$ cat config.mk
export PLATFORM = sky130hd
export DESIGN_NAME = add_seq_ctrl
export DESIGN_NICKNAME = d
export VERILOG_FILES = /design/src/rtl/add_seq_ctrl.sv
export SDC_FILE = /design/constraint.sdc
export NUM_CORES = 1
export LEC_CHECK = 0
export ABC_AREA = 0
export BUFFER_PORTS_ARGS = -buffer_cell sky130_fd_sc_hd__clkbuf_2
export CAP_MARGIN = 0
export CORE_UTILIZATION = 55
export DETAILED_ROUTE_END_ITERATION = 8
export GPL_ROUTABILITY_DRIVEN = 0
export HOLD_SLACK_MARGIN = 0.08
export PLACE_DENSITY = 0.91
export SLEW_MARGIN = 20
export SYNTH_ARGS = -nofsm -noshare
export SYNTH_HDL_FRONTEND = slang
export SYNTH_SLANG_ARGS = --single-unit
$ cat constraint.sdc
create_clock -name clk -period 5.2 [get_ports clk]
set_input_delay 0.52 -clock clk [delete_from_list [all_inputs] [get_ports clk]]
set_output_delay 0.52 -clock clk [all_outputs]
set_load 0.01 [all_outputs]
$ cat src/rtl/add_seq_ctrl.sv
// Multi-cycle wide adder: one CHUNK-bit Kogge-Stone slice per clock, carry chained through a register.
// Optional subtract support is enabled by defining ADD_SEQ_SUB_EN.
module add_seq_ctrl #(
    parameter int unsigned WIDTH = 64,
    parameter int unsigned CHUNK = 16
) (
    input  logic             clk,
    input  logic             rst_n,
    input  logic             start,
    input  logic [WIDTH-1:0] a,
    input  logic [WIDTH-1:0] b,
    input  logic             cin,
`ifdef ADD_SEQ_SUB_EN
    input  logic             sub,
`endif
    output logic             busy,
    output logic             done,
    output logic [WIDTH-1:0] sum,
    output logic             cout,
    output logic             ovf
);

    localparam int unsigned NChunk = WIDTH / CHUNK;
    localparam int unsigned IdxW   = (NChunk > 1) ? $clog2(NChunk) : 1;
    localparam int unsigned Levels = $clog2(CHUNK);
    localparam logic [IdxW-1:0] LastIdx = IdxW'(NChunk - 1);

    typedef enum logic [1:0] {StIdle, StRun, StDone} state_e;

    state_e           state_q, state_d;
    logic [WIDTH-1:0] a_q, a_d, b_q, b_d, sum_q, sum_d;
    logic             carry_q, carry_d, cout_q, cout_d, ovf_q, ovf_d;
    logic [IdxW-1:0]  idx_q, idx_d;

    logic [CHUNK-1:0] slice_a, slice_b, slice_p, slice_sum;
    logic [CHUNK:0]   cvec;
    logic             accept;

    // Prefix network; the registered carry is folded into bit 0 generate so
    // the prefix output at bit i is the carry out of bit i.
    always_comb begin : prefix
        logic [CHUNK-1:0] g;
        logic [CHUNK-1:0] p;
        slice_a = a_q[int'(idx_q) * CHUNK +: CHUNK];
        slice_b = b_q[int'(idx_q) * CHUNK +: CHUNK];
        slice_p = slice_a ^ slice_b;
        p       = slice_p;
        g       = (slice_a & slice_b) | CHUNK'(slice_p[0] & carry_q);
        for (int l = 0; l < int'(Levels); l++) begin
            g = g | (p & (g << (1 << l)));
            p = p & ((p << (1 << l)) | CHUNK'((1 << l) - 1));
        end
        cvec      = {g, carry_q};
        slice_sum = slice_p ^ cvec[CHUNK-1:0];
    end

    always_comb begin
        state_d = state_q;
        a_d     = a_q;
        b_d     = b_q;
        carry_d = carry_q;
        idx_d   = idx_q;
        sum_d   = sum_q;
        cout_d  = cout_q;
        ovf_d   = ovf_q;
        accept  = start && (state_q != StRun);

        unique case (state_q)
            StIdle: begin
                if (start) state_d = StRun;
            end
            StRun: begin
                sum_d[int'(idx_q) * CHUNK +: CHUNK] = slice_sum;
                carry_d = cvec[CHUNK];
                if (idx_q == LastIdx) begin
                    state_d = StDone;
                    cout_d  = cvec[CHUNK];
                    ovf_d   = cvec[CHUNK] ^ cvec[CHUNK-1];
                end else begin
                    idx_d = idx_q + 1'b1;
                end
            end
            StDone: begin
                state_d = start ? StRun : StIdle;
            end
            default: state_d = StIdle;
        endcase

        if (accept) begin
            a_d   = a;
            idx_d = '0;
`ifdef ADD_SEQ_SUB_EN
            b_d     = sub ? ~b : b;
            carry_d = sub | cin;
`else
            b_d     = b;
            carry_d = cin;
`endif
        end
    end

    always_ff @(posedge clk) begin
        if (!rst_n) begin
            state_q <= StIdle;
            a_q     <= '0;
            b_q     <= '0;
            carry_q <= 1'b0;
            idx_q   <= '0;
            sum_q   <= '0;
            cout_q  <= 1'b0;
            ovf_q   <= 1'b0;
        end else begin
            state_q <= state_d;
            a_q     <= a_d;
            b_q     <= b_d;
            carry_q <= carry_d;
            idx_q   <= idx_d;
            sum_q   <= sum_d;
            cout_q  <= cout_d;
            ovf_q   <= ovf_d;
        end
    end

    assign busy = (state_q == StRun);
    assign done = (state_q == StDone);
    assign sum  = sum_q;
    assign cout = cout_q;
    assign ovf  = ovf_q;

endmodule

==> impl_summary.txt, run 1 <==
----------------------------------------------------
[CTS]
  Worst-case clock buffer depth ... 2
  Insertion delay to the later sink of the worst-skew pair ... 0.44 ns
  CTS root buffer ... clkbuf_16
  Total number of H-tree levels ... 4
  Number of buffers created by CTS ... 17
  Clock tree sinks ... 199
  Clock transition time at the flip-flop clock pins of the worst setup and hold paths ... 0.07 ns
  Resized Gates After CTS ... 0
  Hold buffer count at cts ... 0
  Clock tree from TritonCTS ... yes
  Postcts setup bufs ... 0

[Die]
  Core box area ... 16000 µm²
  Starting density of the core ... 0.567
  I/O pin count ... 200
  Die extent in x ... 130 µm
  Row cnt ... 46
  Height of the chip ... 130 µm
  Die outline area ... 17000 µm²

[Worst setup path]
  Kind of start point of the critical path ... flip-flop
  Cell Chain, Critical Path ... buf_4, mux4_2, ha_1, a21oi_2, o21ai_1, a21oi_1, o21ai_0, xnor2_1, o21ai_0
  Crit. End Element ... flip-flop
  RR Startpoint ... idx_q[0]
  Cell family contributing the most delay on the critical path ... compound AO/OA/AOI/OAI gates
  Sum of buffers and inverters on the critical path ... 1
  Maximum fanout encountered on the critical timing path ... 22
  Longest individual stage delay on the worst path ... 0.71 ns
  Required time of the worst setup path ... 5.51 ns
  Arr. time, crit path ... 4.14 ns
  Worst setup startpoint ... idx_q[0]
  Slowest cell on the critical path ... dfxtp_2
  Critical Setup Path Class ... flip-flop to flip-flop
  CP dominant cell by count ... o21ai_0

[Outcome]
  Outcome ... completed

[Global route]
  GR met1 Demand/Resource ... 0.359
  Fraction of met2 tracks used by global routing ... 0.450
  GRT Total Usage ... 0.281
  Overflow left after global routing ... 0
  Met3 GRT Util ... 0.0713
  Pin count of the biggest net entering global routing ... 83
  Wire length of the first global-routing pass ... 36500 µm
  Number of global-route vias before repair ... 7328
  Antenna violations before repair ... 0
  Most used routing layer ... met2

[Pwr]
  Net switching share of the total power ... 0.259
  Power per cell area ... 319 nW/µm²
  VDD IR max ... 258 µV
  Part of the power in registers ... 0.480
  Internal portion of total power ... 2.52 mW
  Tot Pwr ... 3.41 mW
  Clock Power Share ... 0.388
  Power spent charging and discharging nets ... 0.884 mW
  Standby leakage power ... 4.35 nW
  Combinational share of power ... 0.132

[Final layout]
  Total Nets Final ... 1289
  Fraction of final layout cells sized beyond drive strength 1 ... 0.255
  Number of filler cells placed in the layout ... 1256
  Inserted Diodes ... 0
  Growth of design area from synthesis to finish ... 17.7%
  Cell Count, Final, Fillers Out ... 1363
  Storage cell area ... 3990 µm²
  Multi-input gate area in the final layout ... 4760 µm²

[Route]
  Routed len/inst ... 16.8 µm
  Detail Route Antenna Nets ... 0
  DRC marker count from the first detailed-route iteration ... 613
  Number of detailed-route iterations in the first pass ... 5
  Total number of vias ... 7765
  Routed wire length ... 23000 µm
  Vias per Instance ... 5.70
  Drc violations ... 0

[STA]
  Sum of negative setup slack ... 0 ns
  Relative slew margins ... 0.303
  Total setup violations reported at the end of the flow ... 0
  Post-layout worst setup margin ... 1.37 ns
  Slew @ Worst Pin ... 1.04 ns
  Setup repair after global routing missed its margin ... false
  Worst clock skew ... 0.0110 ns
  Achievable frequency ... 261 MHz
  Number of hold-slack violations in the final timing report ... 0
  Period minus WS final ... 3.83 ns
  Portion of the clock cycle consumed by the worst path in the final layout ... 0.737
  Count of pins over their slew limit ... 0

[Logic synthesis]
  Library cell with the largest summed area after synthesis ... dfxtp_1
  Share of async-settable or async-resettable flops after synthesis ... 0
  EDFF count, synth ... 0
  Post-synthesis cell count ... 983
  Total nets after synthesis ... 1138
  Library cells used by synthesis ... 62
  Most used flip-flop cell after synthesis ... dfxtp_1
  Most frequent cell after synthesis ... nand2_1
  Register area share after synthesis ... 0.439
  Ranking of synthesized cells by instance count ... nand2_1, dfxtp_1, a21boi_0, clkbuf_1, nor2b_1
  Total of warnings raised by yosys ... 0
  Synthesized area ... 9080 µm²
  Synthesized area per cell ... 9.23 µm²
  Post-synthesis sequential element count ... 199
  Biggest area contributors in the synthesized netlist ... dfxtp_1, nand2_1, a21boi_0
  Portion of synthesized cell area occupied by the leading cell type ... 0.439

[Run]
  Maximum Capacitance Violations ... 0

[Placement]
  Placed cell count ... 1331
  Detail Placement HPWL ... 16400 µm
  Placement-stage worst setup slack ... 1.40 ns
  Count of buffers from port buffering ... 199

[Min path]
  Min-delay worst type ... input port to flip-flop
  Worst hold start ... a[31]

----------------------------------------------------
-- cell families (layout without fill, tap and decap cells) --
logic type                 after synthesis  after routing  synth area share
buffers and inverters                   80            244            0.0389
xor gates and xnor gates                12             12            0.0136
adders and majority gates               23             23            0.0334
and+or+nand+nor                        385            385             0.189
AOI/OAI and AO/OA                      247            247             0.202
muxes                                   37             37            0.0849
DFF                                    199            199             0.439
-- final timing paths --
path / end / slack [ns] / depth (start not counted)
worst max register to register: sum[42] / 1.37 / 9
worst min-delay path: a_q[31] / 0.30 / 3
worst min register to register: a_q[54] / 0.47 / 2
worst max-delay path: sum[42] / 1.37 / 9
-- cells in the final DEF, fill, tap and decap left out, drive strengths merged, types with 2 or more instances in the layout --
master    count
bufinv        2
nand3b        3
o211a         3
nand3        24
ha           21
nand2b        5
xor2          4
a21oi        17
o21a          3
a31o          7
a2bb2oi       2
fa            2
clkinv        5
o21ai        26
a21boi      131
clkinvlp      3
nor2b        41
nor4b         2
buf           7
nor2          6
inv           7
and2          4
nand2       284
and3          5
mux4         32
mux2i         5
nor3          6
xnor2         8
clkbuf      220
dfxtp       199
a211oi        2
a22oi        37
o21bai        3
and4          2
a21o          4
-- power groups by stage --
stage          logic [mW]  registers (mW)  clock network, mW
2_1_floorplan       0.312            1.65                  0
3_3_place_gp        0.431            1.67                  0
3_5_place_dp        0.443            1.67                  0
4_1_cts             0.447            1.63               1.34
5_1_grt             0.496            1.64               1.41
6_report            0.451            1.64               1.32
-- stage by stage --
stage / util / hold WS (ns) / cell area [µm²]
floorplan: - / 0.440 / 9080
global placement: 0.630 / 0.449 / 10100
detailed placement: 0.630 / 0.456 / 10100
CTS: 0.667 / 0.292 / 10700
global route: 0.668 / 0.305 / 10700
finish: 0.668 / 0.305 / 10700
-- state kept, by name (all words and copies together), names as in the netlist --
| name | cells |
|---|---|
| a_q | 64 |
| b_q | 64 |
| sum | 64 |
| idx_q | 2 |
| state_q | 2 |
| carry_q | 1 |
| cout | 1 |
| ovf | 1 |
-- worst min-delay path, cell delays in order --
cell	delay, ns
clkbuf_2	0.08
nand2_1	0.04
a21boi_0	0.06
-- final cells by class --
| type | instances | share of cell area |
|---|---|---|
| inverter | 7 | 0.00258 |
| clock buffer | 22 | 0.0444 |
| multi-input combinational | 704 | 0.446 |
| timing repair buffer | 205 | 0.0977 |
| clock inverter | 10 | 0.0111 |
| sequential | 199 | 0.373 |
| tap | 216 | 0.0253 |
-- per-layer routing --
layer | share of wire | wire length, µm
met1 | 0.42 | 9620
met2 | 0.46 | 10600
met3 | 0.084 | 1930
met4 | 0.035 | 814
met5 | 0 | 0
Note: power is estimated with default switching activity, not from simulation.
==> run 2, diff against run 1 <==
==> constraint.sdc (replaced) <==
create_clock -name clk -period 4 [get_ports clk]
set_input_delay 0.4 -clock clk [delete_from_list [all_inputs] [get_ports clk]]
set_output_delay 0.4 -clock clk [all_outputs]
set_load 0.01 [all_outputs]
==> run 2 against run 1 <==
Critical path depth did not move. Sequential power rose by 29%. Hold slack got worse by 0.12 ns. Setup slack got worse by 0.88 ns. Sequential cell count did not move. Power rose by 30%. Clock power rose by 29%. Die area did not move. Largest cell class unchanged.
==> impl_summary.txt, run 2 (synthesis gave the netlist of run 1 again) <==
----------------------------------------------------
[Placement]
  Post-place instance area ... 10100 µm² (+0.50%)
  Detail Placement HPWL ... 16800 µm (+2.3%)
  Count of buffers from port buffering ... 199 (unchanged)

[Die]
  I/O pin count ... 200 (unchanged)
  Core box area ... 16000 µm² (unchanged)
  Die extent in x ... 130 µm (unchanged)
  Starting density of the core ... 0.567 (unchanged)
  Height of the chip ... 130 µm (unchanged)
  Row cnt ... 46 (unchanged)
  Die outline area ... 17000 µm² (unchanged)

[Worst setup path]
  Arr. time, crit path ... 3.82 ns (-0.32 ns)
  Crit. End Element ... flip-flop
  Length in cells of the worst reg-to-reg path ... 9 (unchanged)
  Kind of start point of the critical path ... flip-flop
  RR Endpoint ... sum[42]
  Required time of the worst setup path ... 4.30 ns (-1.21 ns)
  Worst R2R Setup Slack ... 0.49 ns (-0.88 ns)
  Worst setup startpoint ... idx_q[0]
  Critical Setup Path Class ... flip-flop to flip-flop
  Maximum fanout encountered on the critical timing path ... 22 (unchanged)
  RR Startpoint ... idx_q[0]

[Pwr]
  Part of the power in registers ... 0.480 (about the same)
  Standby leakage power ... 4.37 nW (+0.53%)
  VDD IR max ... 324 µV (+25%)
  Power per cell area ... 413 nW/µm² (+29%)
  Combinational share of power ... 0.135 (+0.003)
  Internal portion of total power ... 3.24 mW (+28%)
  Net switching share of the total power ... 0.269 (+0.00925)
  Clock Power Share ... 0.384 (-0.004)
  Power spent charging and discharging nets ... 1.19 mW (+34%)

[Final layout]
  Post-route cell area ... 10700 µm² (+0.28%)
  Fraction of final layout cells sized beyond drive strength 1 ... 0.260 (+0.00410)
  Growth of design area from synthesis to finish ... 18.0%
  Total Nets Final ... 1294 (+0.39%)
  Most common cell after layout, fill and taps aside ... nand2_1
  Inserted Diodes ... 0 (unchanged)
  Number of filler cells placed in the layout ... 1253 (-0.24%)
  Commonest cells after routing, fill and taps aside ... nand2_1, clkbuf_2, dfxtp_1, a21boi_0, nor2b_1

[CTS]
  Clock tree sinks ... 199 (unchanged)
  Insertion delay to the later sink of the worst-skew pair ... 0.43 ns (about the same)
  Total number of H-tree levels ... 4 (unchanged)
  Clock transition time at the flip-flop clock pins of the worst setup and hold paths ... 0.07 ns (about the same)
  Resized Gates After CTS ... 0 (unchanged)
  Worst-case clock buffer depth ... 2 (unchanged)
  Hold buffer count at cts ... 0 (unchanged)
  Number of buffers created by CTS ... 17 (unchanged)
  Postcts setup bufs ... 0 (unchanged)
  CTS root buffer ... clkbuf_16
  Clock tree from TritonCTS ... yes

[STA]
  Count of pins over their slew limit ... 0 (unchanged)
  Worst clock skew ... 0.0102 ns (-0.000842 ns)
  Total setup violations reported at the end of the flow ... 0 (unchanged)
  Setup repair after global routing missed its margin ... false
  Sum of negative setup slack ... 0 ns (unchanged)
  Achievable frequency ... 285 MHz (+9.0%)
  Number of hold-slack violations in the final timing report ... 0 (unchanged)
  Slew @ Worst Pin ... 1.08 ns (+0.0362 ns)
  Portion of the clock cycle consumed by the worst path in the final layout ... 0.878 (+0.142)
  Relative slew margins ... 0.283 (-0.0204)
  Period minus WS final ... 3.51 ns (-0.318 ns)
  Smallest hold slack ... 0.188 ns (-0.117 ns)

[Min path]
  Min-delay worst type ... input port to flip-flop
  Number of cells on the worst hold path ... 3 (unchanged)
  Worst-case hold path end point ... b_q[51]
  Worst hold start ... b[51]

[Global route]
  Wire length of the first global-routing pass ... 36300 µm (-0.62%)
  GRT Total Usage ... 0.280 (-0.00138)
  Number of global-route vias before repair ... 7048 (-3.8%)
  Antenna violations before repair ... 0 (unchanged)
  Pin count of the biggest net entering global routing ... 132 (+59%)
  Overflow left after global routing ... 0 (unchanged)

[Route]
  Detail Route Antenna Nets ... 0 (unchanged)
  Routed len/inst ... 17.2 µm (+2.1%)
  Routed wire length ... 23500 µm (+2.5%)
  Total number of vias ... 7829 (+0.82%)
  DRC marker count from the first detailed-route iteration ... 697 (+14%)
  Vias per Instance ... 5.72 (+0.46%)
  Drc violations ... 0 (unchanged)
  Number of detailed-route iterations in the first pass ... 5 (unchanged)

[Run]
  Maximum Capacitance Violations ... 0 (unchanged)

[Outcome]
  Outcome ... completed

----------------------------------------------------
[run 2: worst max-delay path, cell delays in order (launching register included)]
cell and delay (ns):
dfxtp_2 0.52, buf_4 0.45, mux4_2 0.56, ha_1 0.46, a21oi_2 0.23, o21ai_1 0.13
a21oi_1 0.30, o21ai_0 0.19, xnor2_1 0.36, o21ai_0 0.16
[run 2: final cells by class]
| type | instances | area, µm² | share of cell area |
|---|---|---|---|
| Multi-Input combinational cell | 704 | 4750 | 0.444 |
| Clock buffer | 21 | 470 | 0.0439 |
| Clock inverter | 11 | 111 | 0.0104 |
| Sequential cell | 199 | 3990 | 0.372 |
| Inverter | 7 | 27.5 | 0.00257 |
| Tap cell | 216 | 270 | 0.0252 |
| Timing Repair Buffer | 210 | 1090 | 0.102 |
[run 2: per-layer routing]
metal  track usage  wire (µm)
met3        0.0615       2090
met4         0.108        652
met1         0.375      10100
met2         0.442      10700
met5             0          0
[run 2: stage by stage]
stage | util | worst slack, ns | cells | power [mW]
final | 0.669 | 0.488 | 1368 | 4.42
after global routing | 0.669 | 0.213 | 1368 | 4.58
after CTS | 0.669 | 0.468 | 1368 | 4.42
after detailed placement | 0.633 | 0.469 | 1336 | 2.75
after global placement | 0.633 | 0.600 | 1336 | 2.74
after floorplan | - | 0.586 | 983 | 2.55
[run 2: power groups by stage]
stage                     sequential, mW  combinational, mW  clock, mW
after global placement              2.16              0.571          0
final                               2.12              0.598       1.70
after floorplan                     2.15              0.405          0
after global routing                2.13              0.652       1.80
after CTS                           2.12              0.591       1.71
after detailed placement            2.17              0.586          0
[run 2: worst max-delay path by stage]
| stage | endpoint | slack (ns) | depth (start not counted) |
|---|---|---|---|
| finish | sum[42] | 0.49 | 9 |
| global placement | sum[61] | 0.60 | 9 |
| CTS | sum[45] | 0.47 | 9 |
| detailed placement | sum[45] | 0.47 | 9 |
| floorplan | sum[14] | 0.59 | 11 |
| global route | sum[10] | 0.21 | 9 |
==> run 3, diff against run 2 <==
--- a/config.mk
+++ b/config.mk
@@ -9,6 +9,7 @@
 export BUFFER_PORTS_ARGS = -buffer_cell sky130_fd_sc_hd__clkbuf_2
 export CAP_MARGIN = 0
 export CORE_UTILIZATION = 55
+export CTS_BUF_LIST = sky130_fd_sc_hd__clkbuf_4 sky130_fd_sc_hd__clkbuf_8 sky130_fd_sc_hd__clkbuf_16
 export DETAILED_ROUTE_END_ITERATION = 8
 export GPL_ROUTABILITY_DRIVEN = 0
 export HOLD_SLACK_MARGIN = 0.08
==> run 3 against run 2 <==
Power grew 0.21%. Global-route usage is essentially flat. Sequential share of layout area is essentially flat. Critical path depth is the same. Fmax shrank 0.29%. First-iteration DRC count shrank 9.2%. Core utilization is essentially flat. Hold slack gained 0.0027 ns. Cell area is essentially flat. Clock power is essentially flat. Non-clock buffer count is the same. Largest power group unchanged. Highest routed layer unchanged.
==> impl_summary.txt, run 3 (synthesis gave the netlist of run 1 again) <==
----------------------------------------------------
[Pwr]
  Clock Power Share ... 0.385 (about the same)
  Power spent charging and discharging nets ... 1.19 mW (+0.19%)
  Net switching share of the total power ... 0.268 (about the same)
  Standby leakage power ... 4.38 nW (about the same)
  Power per cell area ... 414 nW/µm² (+0.17%)
  Internal portion of total power ... 3.24 mW (+0.22%)
  VDD IR max ... 322 µV (-0.59%)
  Combinational share of power ... 0.135 (about the same)
  Part of the power in registers ... 0.479 (about the same)

[Global route]
  Overflow left after global routing ... 0 (unchanged)
  GRT Total Usage ... 0.280 (+0.000354)
  Pin count of the biggest net entering global routing ... 132 (unchanged)
  Wire length of the first global-routing pass ... 36300 µm (about the same)
  Antenna violations before repair ... 0 (unchanged)
  Number of global-route vias before repair ... 7047 (-0.014%)

[STA]
  Period minus WS final ... 3.52 ns (+0.0101 ns)
  Number of hold-slack violations in the final timing report ... 0 (unchanged)
  Worst clock skew ... 0.0122 ns (+0.00201 ns)
  Sum of negative setup slack ... 0 ns (unchanged)
  Post-layout worst setup margin ... 0.478 ns (-0.0101 ns)
  Relative slew margins ... 0.287 (+0.00433)
  Setup repair after global routing missed its margin ... false
  Portion of the clock cycle consumed by the worst path in the final layout ... 0.881 (+0.00254)
  Count of pins over their slew limit ... 0 (unchanged)
  Achievable frequency ... 284 MHz (-0.29%)
  Total setup violations reported at the end of the flow ... 0 (unchanged)
  Slew @ Worst Pin ... 1.07 ns (-0.00649 ns)

[CTS]
  Clock tree from TritonCTS ... yes
  CTS root buffer ... clkbuf_16
  Total number of H-tree levels ... 4 (unchanged)
  Number of buffers created by CTS ... 17 (unchanged)
  Clock transition time at the flip-flop clock pins of the worst setup and hold paths ... 0.07 ns (about the same)
  Hold buffer count at cts ... 0 (unchanged)
  Postcts setup bufs ... 0 (unchanged)
  Resized Gates After CTS ... 0 (unchanged)
  Clock tree sinks ... 199 (unchanged)
  Insertion delay to the later sink of the worst-skew pair ... 0.43 ns (about the same)
  Worst-case clock buffer depth ... 2 (unchanged)

[Placement]
  Detail Placement HPWL ... 16800 µm (unchanged)
  Post-place instance area ... 10100 µm² (unchanged)
  Count of buffers from port buffering ... 199 (unchanged)
  Placement-stage worst setup slack ... 0.469 ns (unchanged)

[Die]
  Height of the chip ... 130 µm (unchanged)
  Die outline area ... 17000 µm² (unchanged)
  Starting density of the core ... 0.567 (unchanged)
  Row cnt ... 46 (unchanged)
  I/O pin count ... 200 (unchanged)
  Die extent in x ... 130 µm (unchanged)
  Core box area ... 16000 µm² (unchanged)

[Route]
  DRC marker count from the first detailed-route iteration ... 633 (-9.2%)
  Vias per Instance ... 5.73 (+0.11%)
  Detail Route Antenna Nets ... 0 (unchanged)
  Number of detailed-route iterations in the first pass ... 5 (unchanged)
  Drc violations ... 0 (unchanged)
  Routed len/inst ... 17.2 µm (+0.15%)
  Routed wire length ... 23600 µm (+0.15%)
  Total number of vias ... 7838 (+0.11%)

[Final layout]
  Inserted Diodes ... 0 (unchanged)
  Fraction of final layout cells sized beyond drive strength 1 ... 0.260 (+0.000868)
  Post-route cell area ... 10700 µm² (about the same)
  Most common cell after layout, fill and taps aside ... nand2_1
  Commonest cells after routing, fill and taps aside ... nand2_1, clkbuf_2, dfxtp_1, a21boi_0, nor2b_1
  Growth of design area from synthesis to finish ... 18.0% (about the same)
  Total Nets Final ... 1294 (unchanged)

[Min path]
  Min-delay worst type ... input port to flip-flop

[Worst setup path]
  Arr. time, crit path ... 3.84 ns (+0.02 ns)
  Required time of the worst setup path ... 4.32 ns (+0.02 ns)
  Maximum fanout encountered on the critical timing path ... 22 (unchanged)
  Kind of start point of the critical path ... flip-flop
  Critical Setup Path Class ... flip-flop to flip-flop
  Crit. End Element ... flip-flop

[Outcome]
  Outcome ... completed

[Run]
  Maximum Capacitance Violations ... 0 (unchanged)

----------------------------------------------------
==> run 3: cell counts in the layout (fill, tap and decap cells not counted) <==
No cell type changed its count.
==> run 3: cell type report <==
cell class | count | area (µm²)
clock buffers | 21 | 474
clock inverters | 11 | 111
fillers | 1248 | 5290
inverters | 7 | 27.5
multi-input cells | 704 | 4750
flip-flops and latches | 199 | 3990
well taps | 216 | 270
repair buffers | 210 | 1090
==> run 3: routing by layer <==
layer,wire (µm),global-route usage
met5,0,0
met4,631,0.110
met3,2110,0.0619
met2,10800,0.442
met1,10000,0.375
==> run 3: worst paths after layout <==
| check | start | endpoint | slack [ns] | cells past startpoint |
|---|---|---|---|---|
| setup / recovery | idx_q[0] | sum[14] | 0.48 | 9 |
| hold reg to reg | b_q[34] | b_q[34] | 0.46 | 2 |
| hold / removal | b[51] | b_q[51] | 0.19 | 3 |
| setup reg to reg | idx_q[0] | sum[14] | 0.48 | 9 |
==> run 3: through the flow <==
step                hold WS [ns]  power [mW]  cells  utilization
floorplan                  0.440        2.55    983            -
global placement           0.446        2.74   1336        0.633
detailed placement         0.453        2.75   1336        0.633
CTS                        0.182        4.43   1368        0.670
global route               0.190        4.59   1368        0.670
finish                     0.191        4.43   1368        0.670
==> run 3: power by group through the flow <==
stage / Sequential, mW / Clock (mW) / Combinational, mW
after floorplan: 2.15 / 0 / 0.405
after global routing: 2.13 / 1.81 / 0.653
final: 2.12 / 1.71 / 0.600
after CTS: 2.12 / 1.71 / 0.592
after global placement: 2.16 / 0 / 0.571
after detailed placement: 2.17 / 0 / 0.586
==> run 3: critical path, stage by stage (launching register included) <==
cell and delay (ns):
dfxtp_2 0.52, buf_4 0.45, mux4_2 0.57, ha_1 0.54, nand2_1 0.16, nor3_2 0.33, o2111ai_1 0.16, o211a_2 0.20
and4_1 0.21, a311o_1 0.26
